<file path="src/rtl/pll_drp_sequencer_if.sv">
// Bundle of control, status, DRP and PLL-side signals of pll_drp_sequencer.
// master: the sequencer. slave: the requester plus the PLL side.
interface pll_drp_sequencer_if;
    localparam int unsigned ADDR_W = 7;
    localparam int unsigned DATA_W = 16;

    logic              start;
    logic              cfg_sel;
    logic              busy;
    logic              done;
    logic              err;
    logic [ADDR_W-1:0] drp_addr;
    logic [DATA_W-1:0] drp_di;
    logic [DATA_W-1:0] drp_do;
    logic              drp_en;
    logic              drp_we;
    logic              drp_rdy;
    logic              pll_rst;
    logic              pll_locked;
    logic              locked_out;

    modport master (
        input  start, cfg_sel, drp_do, drp_rdy, pll_locked,
        output busy, done, err, drp_addr, drp_di, drp_en, drp_we, pll_rst, locked_out
    );

    modport slave (
        output start, cfg_sel, drp_do, drp_rdy, pll_locked,
        input  busy, done, err, drp_addr, drp_di, drp_en, drp_we, pll_rst, locked_out
    );
endinterface

</file>
<file path="src/rtl/pll_drp_sequencer.sv">
// PLLE2_ADV run-time reprogramming: hold PLL in reset, read-modify-write each
// entry of the selected table over DRP, release reset and wait for relock.
// Optional macro PLL_DRP_LOCK_TIMEOUT_EN bounds the relock wait by LOCK_TIMEOUT.
module pll_drp_sequencer #(
    parameter int unsigned                NUM_REGS     = 4,
    parameter logic [NUM_REGS*39-1:0]     CFG0_TABLE   = '0,
    parameter logic [NUM_REGS*39-1:0]     CFG1_TABLE   = '0,
    parameter int unsigned                DRDY_TIMEOUT = 1023,
    parameter int unsigned                LOCK_TIMEOUT = 65535
) (
    input  logic                  clk_sys,
    input  logic                  rst_sys,
    pll_drp_sequencer_if.master   bus
);
    localparam int unsigned ENTRY_W = 39;
    localparam int unsigned IDX_W   = (NUM_REGS > 1) ? $clog2(NUM_REGS) : 1;
    localparam int unsigned CNT_MAX = (DRDY_TIMEOUT > LOCK_TIMEOUT) ? DRDY_TIMEOUT : LOCK_TIMEOUT;
    localparam int unsigned CNT_W   = $clog2(CNT_MAX + 1);

    typedef struct packed {
        logic [6:0]  addr;
        logic [15:0] mask;
        logic [15:0] data;
    } drp_entry_t;

    typedef enum logic [3:0] {
        IDLE, RST, RD, WAIT_RD, WR, WAIT_WR, RELEASE, WAIT_LOCK, DONE, ERR
    } state_t;

    state_t                  state_q, state_d;
    logic                    sel_q, sel_d;
    logic [IDX_W-1:0]        idx_q, idx_d;
    logic [CNT_W-1:0]        cnt_q, cnt_d;
    logic                    busy_q, busy_d;
    logic                    done_q, done_d;
    logic                    err_q, err_d;
    logic [6:0]              drp_addr_q, drp_addr_d;
    logic [15:0]             drp_di_q, drp_di_d;
    logic                    drp_en_q, drp_en_d;
    logic                    drp_we_q, drp_we_d;
    logic                    pll_rst_q, pll_rst_d;
    logic [NUM_REGS*39-1:0]  tbl_c;
    drp_entry_t              entry_c;

    // Table entry addressed by the next-cycle selection and index.
    always_comb begin
        tbl_c   = sel_d ? CFG1_TABLE : CFG0_TABLE;
        entry_c = drp_entry_t'(tbl_c[32'(idx_d) * ENTRY_W +: ENTRY_W]);
    end

    // Next-state logic; outputs are registered from the state being entered.
    always_comb begin
        state_d    = state_q;
        sel_d      = sel_q;
        idx_d      = idx_q;
        cnt_d      = cnt_q;
        err_d      = err_q;
        drp_addr_d = drp_addr_q;
        drp_di_d   = drp_di_q;

        case (state_q)
            IDLE: begin
                if (bus.start) begin
                    sel_d   = bus.cfg_sel;
                    err_d   = 1'b0;
                    idx_d   = '0;
                    state_d = RST;
                end
            end
            RST: state_d = RD;
            RD: begin
                cnt_d   = '0;
                state_d = WAIT_RD;
            end
            WAIT_RD: begin
                if (bus.drp_rdy) begin
                    drp_di_d = (bus.drp_do & entry_c.mask) | (entry_c.data & ~entry_c.mask);
                    state_d  = WR;
                end else if (cnt_q == CNT_W'(DRDY_TIMEOUT - 1)) begin
                    state_d = ERR;
                end else begin
                    cnt_d = CNT_W'(cnt_q + 1'b1);
                end
            end
            WR: begin
                cnt_d   = '0;
                state_d = WAIT_WR;
            end
            WAIT_WR: begin
                if (bus.drp_rdy) begin
                    if (idx_q == IDX_W'(NUM_REGS - 1)) begin
                        state_d = RELEASE;
                    end else begin
                        idx_d   = IDX_W'(idx_q + 1'b1);
                        state_d = RD;
                    end
                end else if (cnt_q == CNT_W'(DRDY_TIMEOUT - 1)) begin
                    state_d = ERR;
                end else begin
                    cnt_d = CNT_W'(cnt_q + 1'b1);
                end
            end
            RELEASE: begin
                cnt_d   = '0;
                state_d = WAIT_LOCK;
            end
            WAIT_LOCK: begin
                if (bus.pll_locked) begin
                    state_d = DONE;
`ifdef PLL_DRP_LOCK_TIMEOUT_EN
                end else if (cnt_q == CNT_W'(LOCK_TIMEOUT - 1)) begin
                    state_d = ERR;
                end else begin
                    cnt_d = CNT_W'(cnt_q + 1'b1);
`endif
                end
            end
            DONE:    state_d = IDLE;
            ERR:     state_d = IDLE;
            default: state_d = IDLE;
        endcase

        if (state_d == ERR) err_d = 1'b1;
        if (state_d == RD)  drp_addr_d = entry_c.addr;

        busy_d    = !(state_d inside {IDLE, DONE, ERR});
        done_d    = (state_d == DONE);
        drp_en_d  = (state_d inside {RD, WR});
        drp_we_d  = (state_d == WR);
        pll_rst_d = (state_d inside {RST, RD, WAIT_RD, WR, WAIT_WR});
    end

    // State and registered outputs; reset aborts any sequence at once.
    always_ff @(posedge clk_sys or posedge rst_sys) begin
        if (rst_sys) begin
            state_q    <= IDLE;
            sel_q      <= 1'b0;
            idx_q      <= '0;
            cnt_q      <= '0;
            busy_q     <= 1'b0;
            done_q     <= 1'b0;
            err_q      <= 1'b0;
            drp_addr_q <= '0;
            drp_di_q   <= '0;
            drp_en_q   <= 1'b0;
            drp_we_q   <= 1'b0;
            pll_rst_q  <= 1'b0;
        end else begin
            state_q    <= state_d;
            sel_q      <= sel_d;
            idx_q      <= idx_d;
            cnt_q      <= cnt_d;
            busy_q     <= busy_d;
            done_q     <= done_d;
            err_q      <= err_d;
            drp_addr_q <= drp_addr_d;
            drp_di_q   <= drp_di_d;
            drp_en_q   <= drp_en_d;
            drp_we_q   <= drp_we_d;
            pll_rst_q  <= pll_rst_d;
        end
    end

    // Port drive; locked_out masks the PLL lock while a sequence runs.
    always_comb begin
        bus.busy       = busy_q;
        bus.done       = done_q;
        bus.err        = err_q;
        bus.drp_addr   = drp_addr_q;
        bus.drp_di     = drp_di_q;
        bus.drp_en     = drp_en_q;
        bus.drp_we     = drp_we_q;
        bus.pll_rst    = pll_rst_q;
        bus.locked_out = bus.pll_locked & ~busy_q;
    end
endmodule

</file>
<file path="src/flat_wrapper.sv">
// flat-port wrapper written by rule: the top's interface ports become plain ports
module pll_drp_sequencer_flat 
#(
    parameter int unsigned                NUM_REGS     = 4,
    parameter logic [NUM_REGS*39-1:0]     CFG0_TABLE   = '0,
    parameter logic [NUM_REGS*39-1:0]     CFG1_TABLE   = '0,
    parameter int unsigned                DRDY_TIMEOUT = 1023,
    parameter int unsigned                LOCK_TIMEOUT = 65535
)
  (clk_sys, rst_sys, bus_start, bus_cfg_sel, bus_drp_do, bus_drp_rdy, bus_pll_locked, bus_busy, bus_done, bus_err, bus_drp_addr, bus_drp_di, bus_drp_en, bus_drp_we, bus_pll_rst, bus_locked_out);
  pll_drp_sequencer_if bus_i ();
  input  logic clk_sys;
  input  logic rst_sys;
  input wire logic [$bits(bus_i.start)-1:0] bus_start;
  input wire logic [$bits(bus_i.cfg_sel)-1:0] bus_cfg_sel;
  input wire logic [$bits(bus_i.drp_do)-1:0] bus_drp_do;
  input wire logic [$bits(bus_i.drp_rdy)-1:0] bus_drp_rdy;
  input wire logic [$bits(bus_i.pll_locked)-1:0] bus_pll_locked;
  output wire logic [$bits(bus_i.busy)-1:0] bus_busy;
  output wire logic [$bits(bus_i.done)-1:0] bus_done;
  output wire logic [$bits(bus_i.err)-1:0] bus_err;
  output wire logic [$bits(bus_i.drp_addr)-1:0] bus_drp_addr;
  output wire logic [$bits(bus_i.drp_di)-1:0] bus_drp_di;
  output wire logic [$bits(bus_i.drp_en)-1:0] bus_drp_en;
  output wire logic [$bits(bus_i.drp_we)-1:0] bus_drp_we;
  output wire logic [$bits(bus_i.pll_rst)-1:0] bus_pll_rst;
  output wire logic [$bits(bus_i.locked_out)-1:0] bus_locked_out;
  assign bus_i.start = bus_start;
  assign bus_i.cfg_sel = bus_cfg_sel;
  assign bus_i.drp_do = bus_drp_do;
  assign bus_i.drp_rdy = bus_drp_rdy;
  assign bus_i.pll_locked = bus_pll_locked;
  assign bus_busy = bus_i.busy;
  assign bus_done = bus_i.done;
  assign bus_err = bus_i.err;
  assign bus_drp_addr = bus_i.drp_addr;
  assign bus_drp_di = bus_i.drp_di;
  assign bus_drp_en = bus_i.drp_en;
  assign bus_drp_we = bus_i.drp_we;
  assign bus_pll_rst = bus_i.pll_rst;
  assign bus_locked_out = bus_i.locked_out;
  pll_drp_sequencer #(.NUM_REGS(NUM_REGS), .CFG0_TABLE(CFG0_TABLE), .CFG1_TABLE(CFG1_TABLE), .DRDY_TIMEOUT(DRDY_TIMEOUT), .LOCK_TIMEOUT(LOCK_TIMEOUT)) u_core (.clk_sys(clk_sys), .rst_sys(rst_sys), .bus(bus_i));
endmodule
</file>
<file path="config.mk">
export PLATFORM = sky130hd
export DESIGN_NAME = pll_drp_sequencer_flat
export DESIGN_NICKNAME = d
export VERILOG_FILES = /design/src/rtl/pll_drp_sequencer_if.sv /design/src/rtl/pll_drp_sequencer.sv /design/src/flat_wrapper.sv
export SDC_FILE = /design/constraint.sdc
export NUM_CORES = 1
export LEC_CHECK = 0
export BUFFER_PORTS_ARGS = -buffer_cell sky130_fd_sc_hd__buf_2
export CAP_MARGIN = 20
export CORE_AREA = 5 5 85 56
export DETAILED_ROUTE_END_ITERATION = 8
export DIE_AREA = 0 0 90 61
export GPL_TIMING_DRIVEN = 0
export PLACE_DENSITY = 0.79
export SLEW_MARGIN = 20
export SYNTH_ARGS = -nofsm -noshare
export SYNTH_HDL_FRONTEND = slang
export SYNTH_SLANG_ARGS = --single-unit
export TNS_END_PERCENT = 10
</file>
<file path="constraint.sdc">
create_clock -name clk_sys -period 6.2 [get_ports clk_sys]
set_input_delay 1.55 -clock clk_sys [delete_from_list [all_inputs] [get_ports clk_sys]]
set_output_delay 1.55 -clock clk_sys [all_outputs]
set_load 0.02 [all_outputs]
</file>
==> flow_metrics.py, run 1 <==
metrics = {
    "run": {
        "maxCapViolCount": 0,
    },
    "routing": {
        "wl_per_cell_um": 12.9,
        "ant_nets": 0,
        "drc": 0,
        "avgViaCountPerCell": 4.98,
        "drtIter0Drc": 128,
        "routed_wl_mm": 3.49,
        "vias": 1350,
        "drtPass1Iterations": 4,
    },
    "worst_hold_path": {
        "worstHoldStart": "u_core.cnt_q[4]",
        "hp-class": "flip-flop to flip-flop",
        "min_path_cells": 1,
        "worstHoldEndpoint": "u_core.cnt_q[4]",
    },
    "sta": {
        "setup_viol": 0,
        "relSlewSlack_pct": 52.2,
        "slew_viol_final": 0,
        "period_needed_ns": 3.51,
        "setup-tns-final_ns": 0,
        "fmax_mhz": 285,
        "clock_skew_ns": 0.00431,
        "setup_ws_ns": 2.69,
        "rsz0062_at_grt": "false",
        "period_share_pct": 56.5,
        "worstMarginPinSlew_ns": 0.709,
        "hold_viol_final": 0,
    },
    "worst_setup_path": {
        "critPathMaxFanout": 5,
        "cp_common_cell": "buf_2",
        "criticalPathCategory": "primary input to output pin",
        "worstPathCellList": "buf_2 -> nor2b_1 -> buf_2",
        "critical_path_required_ns": 4.65,
        "crit_arrival_ns": 1.96,
        "r2r_start": "u_core.cnt_q[0]",
        "endpoint_kind": "output pin",
        "r2r_slack_ns": 3.74,
        "r2r_end": "u_core.bus.drp_en",
        "cp-start-kind": "primary input",
        "slowest_delay_ns": 0.16,
        "cp_slowest_cell": "buf_2",
        "r2r_cells": 9,
    },
    "grt": {
        "grt_usage_pct": 13.4,
        "grt_start_max_net_pins": 29,
        "grt_pass1_wl_mm": 5.98,
        "gr-total-overflow": 0,
        "grt_pass1_vias": 1234,
        "antenna_found_initial": 0,
    },
    "clock_tree": {
        "cts-htree-levels": 1,
        "cts_buffers": 3,
        "postCtsHoldBufs": 0,
        "cts.sinks": 28,
        "path_clk_slew_ns": 0.09,
        "insertion_delay_ns": 0.27,
        "cts_root_buf": "clkbuf_8",
        "cts_setup_buffers": 0,
        "cts_tree": "built",
        "cts_resized": 0,
        "clock_path_buffers": 2,
    },
    "layout": {
        "fin_nets": 247,
        "fin_util_pct": 49.8,
        "diodes": 0,
        "syn_to_final_growth_pct": 13.9,
        "final_cells": 271,
        "drive_gt1_share_pct": 21.3,
        "post-route-cell-area_um2": 1940,
    },
    "place": {
        "dp_slack_ns": 2.70,
        "numPortBuffers": 10,
        "gp_congestion": 0.844,
        "dp_cells": 268,
        "dpl_cell_area_um2": 1900,
        "dpl.hpwl_mm": 2.68,
    },
    "die": {
        "chipHeight_um": 61,
        "fp.coreArea_um2": 3900,
        "die-width_um": 90,
        "dieArea_um2": 5490,
        "rows": 18,
        "io_pins": 52,
        "initial_core_util_pct": 43.8,
    },
    "pwr": {
        "powerDensity_nw_per_um2": 330,
        "ir_worst_vdd_mv": 0.169,
        "p_leak_nw": 0.941,
    },
    "synthesis": {
        "ys_seq_elements": 28,
        "synth_top_flop_cell": "dfrtp_1",
        "ys_top_cells_by_count": "28 x dfrtp_1, 23 x buf_4, 11 x o21ai_0",
        "synth_most_common_cell": "dfrtp_1",
        "seq_area_frac_synth_pct": 41.1,
        "synthCells": 186,
        "async_flop_share_pct": 100,
        "syn_area_per_cell_um2": 9.17,
        "synth.area.top_cells": "dfrtp_1 41%, buf_4 10%, nand4_1 3.3%",
        "yosys.area.top_type_share_pct": 41.1,
        "synth_cell_type_count": 47,
        "synth_edf_count": 0,
        "yosysWarnings": 0,
        "synthesis.area_um2": 1710,
        "synth_top_cell_by_area": "dfrtp_1",
    },
    "run_status": {
        "status": "completed",
    },
}
per-stage QoR:
step           hold slack (ns)  power (mW)
2_1_floorplan            0.483       0.477
3_3_place_gp             0.514       0.536
3_5_place_dp             0.530       0.543
4_1_cts                  0.543       0.642
5_1_grt                  0.575       0.689
6_report                 0.543       0.641
worst max-delay path, delay by kind of cell:
family,cells,cell delay [ns]
AND/OR/NAND/NOR,1,0.12
buffers and inverters,2,0.28
cell usage in the layout, fill, tap and decap left out, types with 2 or more instances in the layout:
master / Yosys / final
clkbuf_8: 0 / 3
buf_4: 23 / 23
nor3_1: 9 / 9
xor2_1: 6 / 6
conb_1: 1 / 23
nand3_1: 7 / 7
a211oi_1: 2 / 2
buf_2: 3 / 13
o21ai_0: 11 / 11
dfrtp_1: 28 / 28
a21boi_0: 2 / 2
o31ai_1: 2 / 2
a21oi_1: 8 / 8
or3_1: 5 / 5
and4_1: 3 / 3
nor2b_1: 4 / 4
o211a_1: 2 / 2
nand4_1: 9 / 9
inv_2: 1 / 2
clkbuf_1: 4 / 4
nand2_1: 9 / 9
and3_1: 3 / 3
ha_1: 2 / 2
nand2b_1: 2 / 2
nor2_1: 10 / 10
or4_1: 2 / 2
inv_1: 7 / 6
layer usage:
metal | vias to the layer above | share of wire, % | GRT usage [%]
met5 | - | 0 | 0
met4 | 0 | 0.83 | 2.34
met3 | 5 | 7.5 | 4.71
met2 | 52 | 42 | 18.9
met1 | 611 | 50 | 20.1
li1 | 682 | - | -
flip-flops by register name (all words and copies together) (netlist names):
name and flops:
u_core.idx_q 2, u_core.bus.drp_we 1, u_core.bus.done 1, u_core.cnt_q 16, u_core.bus.drp_en 1, u_core.bus.err 1
u_core.bus.busy 1, u_core.bus.pll_rst 1, u_core.state_q 4
power by group:
part | total (mW) | internal (mW) | switching (mW)
clock | 0.0976 | 0.0436 | 0.0540
combinational | 0.298 | 0.110 | 0.188
sequential | 0.245 | 0.218 | 0.0268
total | 0.641 | 0.372 | 0.269
layout make-up:
| type | instances | area [um2] |
|---|---|---|
| Fill cell | 363 | 1950 |
| Multi-Input combinational cell | 140 | 840 |
| Sequential cell | 28 | 701 |
| Buffer | 32 | 218 |
| Tap cell | 50 | 62.6 |
| Timing Repair Buffer | 10 | 50.0 |
| Clock buffer | 3 | 41.3 |
| Inverter | 8 | 30.0 |
cells by family (layout without fill, tap and decap cells):
family                   count (synthesis)  count (layout)  share of synthesized area (%)
adder cells (fa/ha/maj)                  2               2                           1.47
XOR/XNOR                                 7               7                           3.60
flip-flops                              28              28                           41.1
AND/OR/NAND/NOR                         73              73                           24.5
AO/OA/AOI/OAI                           35              35                           14.6
buffers and inverters                   40              53                           14.5
other                                    1              23                          0.220
worst max-delay path by stage:
stage / endpoint / depth (start not counted) / startpoint
2_1_floorplan: bus_locked_out / 1 / bus_pll_locked
4_1_cts: bus_locked_out / 3 / bus_pll_locked
6_report: bus_locked_out / 3 / bus_pll_locked
5_1_grt: bus_locked_out / 3 / bus_pll_locked
3_3_place_gp: bus_locked_out / 3 / bus_pll_locked
3_5_place_dp: bus_locked_out / 3 / bus_pll_locked
No activity file was read; power rests on OpenSTA's default activity.
==> run 2, diff against run 1 <==
--- a/config.mk
+++ b/config.mk
@@ -11,7 +11,7 @@
 export DETAILED_ROUTE_END_ITERATION = 8
 export DIE_AREA = 0 0 90 61
 export GPL_TIMING_DRIVEN = 0
-export PLACE_DENSITY = 0.79
+export PLACE_DENSITY = 0.81
 export SLEW_MARGIN = 20
 export SYNTH_ARGS = -nofsm -noshare
 export SYNTH_HDL_FRONTEND = slang
==> constraint.sdc (replaced) <==
create_clock -name clk_sys -period 3.2 [get_ports clk_sys]
set_input_delay 0.8 -clock clk_sys [delete_from_list [all_inputs] [get_ports clk_sys]]
set_output_delay 0.8 -clock clk_sys [all_outputs]
set_load 0.02 [all_outputs]
==> run 2 against run 1 <==
Against the previous run: register-to-register slack worse by 3.0 ns; clock power rose by 96%; global-route usage decreased by 0.33 points; first-iteration DRC count is 30% lower; combinational power rose by 96%; critical path type is now flip-flop to flip-flop; highest routed layer unchanged.
==> flow_metrics.py, run 2 (same netlist as run 1, synthesis figures left out) <==
metrics = {
    "layout": {
        "layout_common_cells": "28 x dfrtp_1, 23 x buf_4, 23 x conb_1",
        "top_regs": "u_core.cnt_q x16, u_core.state_q x4, u_core.idx_q x2",
        "final_cells": 271,
        "syn_to_final_growth_pct": 13.9,
        "n_fill_cell": 369,
        "seqCellArea_um2": 701,
        "drive_gt1_share_pct": 21.3,
        "final_common_cell": "dfrtp_1",
        "largest_reg_flops": 16,
        "top_register": "u_core.cnt_q",
        "post-route-cell-area_um2": 1940,
        "diodes": 0,
        "fin_nets": 247,
        "fin_util_pct": 49.8,
        "multi_input_area_um2": 840,
    },
    "pwr": {
        "sw_frac_of_total_pct": 42.3,
        "power.switching_mw": 0.529,
        "p_seq_share_pct": 37.9,
        "p_int_mw": 0.721,
        "combPwrFrac_pct": 46.8,
        "clkPwrFrac_pct": 15.3,
        "powerDensity_nw_per_um2": 644,
        "ir_worst_vdd_mv": 0.327,
        "p_leak_nw": 0.941,
    },
    "die": {
        "rows": 18,
        "chipHeight_um": 61,
        "initial_core_util_pct": 43.8,
        "io_pins": 52,
        "dieArea_um2": 5490,
        "fp.coreArea_um2": 3900,
        "die-width_um": 90,
    },
    "grt": {
        "grt_usage_pct": 13.1,
        "gr-total-overflow": 0,
        "grt_pass1_vias": 1215,
        "grt_pass1_wl_mm": 5.80,
        "grt_start_max_net_pins": 29,
        "antenna_found_initial": 0,
    },
    "sta": {
        "setup-tns-final_ns": 0,
        "period_share_pct": 77.9,
        "worstMarginPinSlew_ns": 0.692,
        "setup_viol": 0,
        "slew_viol_final": 0,
        "relSlewSlack_pct": 53.6,
        "period_needed_ns": 2.49,
        "hold_viol_final": 0,
        "fmax_mhz": 401,
        "rsz0062_at_grt": "false",
        "hold_ws_ns": 0.546,
        "clock_skew_ns": 0.00482,
    },
    "clock_tree": {
        "cts.sinks": 28,
        "insertion_delay_ns": 0.28,
        "postCtsHoldBufs": 0,
        "cts-htree-levels": 1,
        "path_clk_slew_ns": 0.09,
        "cts_buffers": 3,
        "cts_tree": "built",
        "cts_setup_buffers": 0,
        "clock_path_buffers": 2,
        "cts_root_buf": "clkbuf_8",
        "cts_resized": 0,
    },
    "place": {
        "gp_congestion": 0.830,
        "dpl.hpwl_mm": 2.69,
        "dp_cells": 268,
        "dpl_cell_area_um2": 1900,
        "numPortBuffers": 10,
    },
    "worst_setup_path": {
        "criticalPathCategory": "flip-flop to flip-flop",
        "cp_top_family": "simple AND/OR/NAND/NOR gates",
        "critical_path_required_ns": 3.37,
        "crit_arrival_ns": 2.66,
        "worstPathCellList": "inv_1 -> ha_1 -> or4b_1 -> or4_1 -> buf_2 -> buf_6 -> a221oi_4 -> inv_2 -> a21o_1",
        "critPathMaxFanout": 10,
        "cp_slowest_cell": "or4_1",
        "cp-start-kind": "flip-flop",
        "slowest_delay_ns": 0.47,
        "path_buf_inv": 4,
        "endpoint_kind": "flip-flop",
        "r2r_slack_ns": 0.71,
    },
    "routing": {
        "routed_wl_mm": 3.56,
        "drtPass1Iterations": 4,
        "wl_per_cell_um": 13.1,
        "avgViaCountPerCell": 5.04,
        "vias": 1365,
        "drc": 0,
        "ant_nets": 0,
        "drtIter0Drc": 90,
    },
    "worst_hold_path": {
        "hp-class": "flip-flop to flip-flop",
    },
    "run": {
        "maxCapViolCount": 0,
    },
    "run_status": {
        "status": "completed",
    },
}
-- run 2: power by group through the flow --
stage | sequential [mW] | combinational, mW | clock (mW)
6_report | 0.474 | 0.585 | 0.191
3_5_place_dp | 0.481 | 0.577 | 0
4_1_cts | 0.474 | 0.580 | 0.196
2_1_floorplan | 0.503 | 0.422 | 0
3_3_place_gp | 0.479 | 0.557 | 0
5_1_grt | 0.486 | 0.636 | 0.212
-- run 2: area by class of cell --
class                           count  share of cell area, %
Tap cell                           50                   3.22
Inverter                            8                   1.55
Timing Repair Buffer               10                   2.58
Sequential cell                    28                   36.1
Buffer                             32                   11.2
Multi-Input combinational cell    140                   43.2
Clock buffer                        3                   2.13
-- run 2: final timing paths --
check	from	to	cells after the start
setup / recovery	u_core.cnt_q[0]	u_core.bus.drp_en	9
min in group asynchronous	rst_sys	u_core.bus.drp_we	2
hold / removal	u_core.cnt_q[4]	u_core.cnt_q[4]	1
hold reg to reg	u_core.cnt_q[4]	u_core.cnt_q[4]	1
setup reg to reg	u_core.cnt_q[0]	u_core.bus.drp_en	9
max in group asynchronous	rst_sys	u_core.cnt_q[10]	2
-- run 2: stage by stage --
step / total power [mW] / setup slack [ns]
4_1_cts: 1.25 / 0.704
3_5_place_dp: 1.06 / 0.619
3_3_place_gp: 1.04 / 0.708
5_1_grt: 1.33 / 0.577
2_1_floorplan: 0.925 / 0.904
6_report: 1.25 / 0.709
-- run 2: routing by layer --
layer	global-route usage (%)	part of all wire, %
met1	17.9	49
met2	21.4	44
met3	4.34	6.3
met4	1.49	0.37
met5	0	0
